$ cat config.mk
export PLATFORM = sky130hd
export DESIGN_NAME = d_input_debouncer
export DESIGN_NICKNAME = d
export VERILOG_FILES = /design/src/rtl/d_input_debouncer.sv
export SDC_FILE = /design/constraint.sdc
export NUM_CORES = 1
export LEC_CHECK = 0
export CAP_MARGIN = 20
export CORE_MARGIN = 1.5
export CORE_UTILIZATION = 40
export DETAILED_ROUTE_END_ITERATION = 6
export PLACE_DENSITY = 0.72
export SYNTH_ARGS = -nofsm -noshare
export SYNTH_HDL_FRONTEND = slang
export SYNTH_SLANG_ARGS = --single-unit
$ cat constraint.sdc
create_clock -name clk -period 2 [get_ports clk]
set_input_delay 0.4 -clock clk [delete_from_list [all_inputs] [get_ports clk]]
set_output_delay 0.4 -clock clk [all_outputs]
set_load 0.1 [all_outputs]
$ cat src/rtl/d_input_debouncer.sv
// d_input_debouncer: synchronizes a raw, possibly bouncing level and accepts a
// new level only after STABLE_CYCLES consecutive enabled samples of it.
// Produces the clean level plus one-cycle rise/fall strobes and a busy flag.
module d_input_debouncer #(
    parameter int unsigned SYNC_STAGES   = 2,
    parameter int unsigned STABLE_CYCLES = 4,
    parameter int unsigned CNT_W         = 8
) (
    input  logic clk,
    input  logic rst,
    input  logic din_raw,
    input  logic sample_en,
    output logic d_clean,
    output logic rise_pulse,
    output logic fall_pulse,
    output logic busy
);

    typedef enum logic [1:0] {
        S_LOW     = 2'd0,
        S_WAIT_HI = 2'd1,
        S_HIGH    = 2'd2,
        S_WAIT_LO = 2'd3
    } state_t;

    // Count value on which the last qualifying sample is taken.
    localparam logic [CNT_W-1:0] CNT_LAST   = CNT_W'(STABLE_CYCLES - 1);
    localparam logic [CNT_W-1:0] CNT_ONE    = CNT_W'(1);
    // With a single required sample, a change is accepted on its first sample.
    localparam bit               ONE_SAMPLE = (STABLE_CYCLES == 1);

    logic [SYNC_STAGES-1:0] sync_q;
    logic                   s;

    state_t           state_q,   state_d;
    logic [CNT_W-1:0] cnt_q,     cnt_d;
    logic             d_clean_q, d_clean_d;
    logic             rise_q,    rise_d;
    logic             fall_q,    fall_d;
    logic             busy_q,    busy_d;

    // Synchronizer chain: shifts every clock, independent of sample_en.
    always_ff @(posedge clk or posedge rst) begin
        if (rst) begin
            sync_q <= '0;
        end else begin
            sync_q <= {sync_q[SYNC_STAGES-2:0], din_raw};
        end
    end

    assign s = sync_q[SYNC_STAGES-1];

    // State, counter and registered outputs.
    always_ff @(posedge clk or posedge rst) begin
        if (rst) begin
            state_q   <= S_LOW;
            cnt_q     <= '0;
            d_clean_q <= 1'b0;
            rise_q    <= 1'b0;
            fall_q    <= 1'b0;
            busy_q    <= 1'b0;
        end else begin
            state_q   <= state_d;
            cnt_q     <= cnt_d;
            d_clean_q <= d_clean_d;
            rise_q    <= rise_d;
            fall_q    <= fall_d;
            busy_q    <= busy_d;
        end
    end

    // Next-state logic; everything holds and strobes drop on disabled edges.
    always_comb begin
        state_d   = state_q;
        cnt_d     = cnt_q;
        d_clean_d = d_clean_q;
        rise_d    = 1'b0;
        fall_d    = 1'b0;

        if (sample_en) begin
            unique case (state_q)
                S_LOW: begin
                    if (s) begin
                        if (ONE_SAMPLE) begin
                            state_d   = S_HIGH;
                            d_clean_d = 1'b1;
                            rise_d    = 1'b1;
                        end else begin
                            state_d = S_WAIT_HI;
                            cnt_d   = CNT_ONE;
                        end
                    end
                end
                S_WAIT_HI: begin
                    if (!s) begin
                        state_d = S_LOW;
                        cnt_d   = '0;
                    end else if (cnt_q == CNT_LAST) begin
                        state_d   = S_HIGH;
                        d_clean_d = 1'b1;
                        rise_d    = 1'b1;
                        cnt_d     = '0;
                    end else begin
                        cnt_d = cnt_q + CNT_ONE;
                    end
                end
                S_HIGH: begin
                    if (!s) begin
                        if (ONE_SAMPLE) begin
                            state_d   = S_LOW;
                            d_clean_d = 1'b0;
                            fall_d    = 1'b1;
                        end else begin
                            state_d = S_WAIT_LO;
                            cnt_d   = CNT_ONE;
                        end
                    end
                end
                S_WAIT_LO: begin
                    if (s) begin
                        state_d = S_HIGH;
                        cnt_d   = '0;
                    end else if (cnt_q == CNT_LAST) begin
                        state_d   = S_LOW;
                        d_clean_d = 1'b0;
                        fall_d    = 1'b1;
                        cnt_d     = '0;
                    end else begin
                        cnt_d = cnt_q + CNT_ONE;
                    end
                end
                default: begin
                    state_d = S_LOW;
                    cnt_d   = '0;
                end
            endcase
        end

        busy_d = (state_d == S_WAIT_HI) || (state_d == S_WAIT_LO);
    end

    assign d_clean    = d_clean_q;
    assign rise_pulse = rise_q;
    assign fall_pulse = fall_q;
    assign busy       = busy_q;

endmodule
==> reports/results.txt <==
Status = finished clean
Total Routing Usage GR = 17.3%
WP data arrival = 1.80 ns
Sw frac = 42.5%
Core Box Area = 1750 sq um
CTS Hold Buffers Added = 0
Synth Flop Type = dfrtp_1
Clock Sinks = 15
Critical Path Fanout Max = 6
CP required = 2.17 ns
Clock Tree Root = clkbuf_4
Die extent in x = 46.2 um
Dpl hpwl = 999 um
Final setup viols = 0
DP Area = 841 sq um
Actual slew at the worst max-slew pin = 0.568 ns
Cell count after synthesis = 64
Final worst slack = 0.376 ns
YS warnings = 0
CP startpoint kind = flip-flop
Initial DRC Count = 10
Final std cell area, no fill = 871 sq um
Antenna diodes = 0
PortBufs = 7
Vias post-DR = 519
Share of layout cells above drive strength 1 = 24.7%
# fillers = 161
Fin Hold WS = 0.362 ns
Combinational power share = 34.9%
NetSw = 411 uW
Post-CTS Resized = 0
Setup_tns = 0 ns
Peak VDD IR = 843 uV
Total grt overflow = 0
Top cell type's share of synthesized area = 50.3%
Post-CTS Repair Setup Buffers = 0
Ys async rst share = 100%
Seq pwr share = 46.1%
CTS Buf Count = 3
Crit Path Class = reg -> reg
Final ANT Viol Nets = 0
Pre-CTS WS = 0.127 ns
Number of failing hold endpoints at the final stage = 0
RSZ-0062 raised after global routing = false
Commonest non-fill, non-tap cells in the layout = dfrtp_1 (15), xor2_1 (7), nor2_1 (6), o21ai_0 (5), buf_4 (4)
Layout area overhead = 16.8%
Power Total = 967 uW
Int Pwr = 556 uW
Cell variety after synth = 25
Die height = 46.2 um
TritonCTS clock tree = done
Initial antenna violation count = 0
Slew Limit Fails = 0
WL/cell = 14.0 um
Global-route wire length before repair = 2420 um
Starting Density = 42.7%
Max-Cap Viols = 0
Clk Latency, worst-skew pair = 0.30 ns
Die ar. = 2130 sq um
Avg Cell Area, Syn = 11.7 sq um
Synth area leader = dfrtp_1
Post-synth EDFFs = 0
Post-Syn Nets = 69
Vias per cell = 5.30
CTS Buffer Depth = 2
Leakage = 0.000367 uW
Post-route minimum period = 1.62 ns
Largest cells by area after synthesis = dfrtp_1 (50%), xor2_1 (8.2%), and4_2 (4.0%), o21ai_0 (3.4%), nor4b_4 (3.2%)
Sequential area share after synthesis = 50.3%
Fmax = 0.616 GHz
PwrDens = 1110 nW/um^2
Commonest non-fill, non-tap cell in the layout = dfrtp_1
Seq cells post-synth = 15
Largest net degree at the start of global routing = 16
Vias in the first global route = 506
DRC violations left = 0
Worst slew margin relative to its limit = 62.1%
Clock slew at reported path FFs = 0.10 ns
Top-Level Pins = 8
Final Net Count = 79
Fin crit share = 81.2%
H-tree depth = 1
DRT Pass-1 Iters = 4
HP Class = reg -> reg
# rows = 15
Routability Congestion = 0.830
Worst Skew = 0.0126 ns
Synth Cell Area = 746 sq um
Clock power share = 18.9%
Post-Route WL = 1370 um
Crit. End Element = flip-flop
[power groups by stage]
stage	combinational (uW)	sequential, uW	clock, uW
6_report	338	446	183
5_1_grt	369	458	212
4_1_cts	341	445	192
3_5_place_dp	340	448	0
3_3_place_gp	326	447	0
2_1_floorplan	205	479	0
[cell usage after synthesis, types with 2 or more instances]
master,n
o2111ai_1,2
dfrtp_1,15
a21oi_1,2
xor2_1,7
nor3_1,2
o21ai_0,5
nor2_1,6
inv_1,3
and4_2,3
nand2_1,2
o211ai_1,3
[worst paths after layout]
check | from | to | slack (ns) | cells after the start
worst max-delay path | cnt_q[0]$_DFFE_PP0P_ | cnt_q[4]$_DFFE_PP0P_ | 0.38 | 5
worst max register to register | cnt_q[0]$_DFFE_PP0P_ | cnt_q[4]$_DFFE_PP0P_ | 0.38 | 5
min in group asynchronous | rst | rise_pulse$_DFF_PP0_ | 0.44 | 2
max in group asynchronous | rst | cnt_q[4]$_DFFE_PP0P_ | 1.17 | 2
worst min-delay path | sync_q[0]$_DFF_PP0_ | sync_q[1]$_DFF_PP0_ | 0.36 | 0
worst min register to register | sync_q[0]$_DFF_PP0_ | sync_q[1]$_DFF_PP0_ | 0.36 | 0
[metrics by stage]
step	util (%)	std cells
floorplan	-	64
global placement	48.2	94
detailed placement	48.2	94
CTS	49.9	98
global route	49.9	98
finish	49.9	98
[metal layers]
layer  global-route usage, %  vias up  part of all wire [%]
li1                        -      252                     -
met1                    21.5      249                    45
met2                    23.9       14                    48
met3                    8.24        4                   5.2
met4                    10.3        0                   2.4
met5                       0        -                     0
[cells by family after synthesis]
logic type / after synthesis / synth area share (%)
and+or+nand+nor: 18 / 18.0
AOI/OAI and AO/OA: 16 / 16.6
DFF: 15 / 50.3
xor gates and xnor gates: 7 / 8.22
buffers and inverters: 6 / 3.69
muxes: 1 / 1.51
adders and majority gates: 1 / 1.68
[worst max-delay path: stages (launching register included)]
cell	delay [ns]
dfrtp_1	0.44
ha_1	0.23
nor4b_4	0.27
nand2_1	0.20
a31oi_4	0.29
nor2_1	0.08
[area by class of cell]
class                      instances  area, sq um  share of cell area [%]
clock inverter                     1         7.51                   0.862
sequential                        15          375                    43.1
multi-input combinational         43          343                    39.4
inverter                           3         11.3                    1.29
tap                               25         31.3                    3.59
clock buffer                       3         22.5                    2.59
timing repair buffer               8         80.1                    9.20
Power figures use the tool's default switching activity.
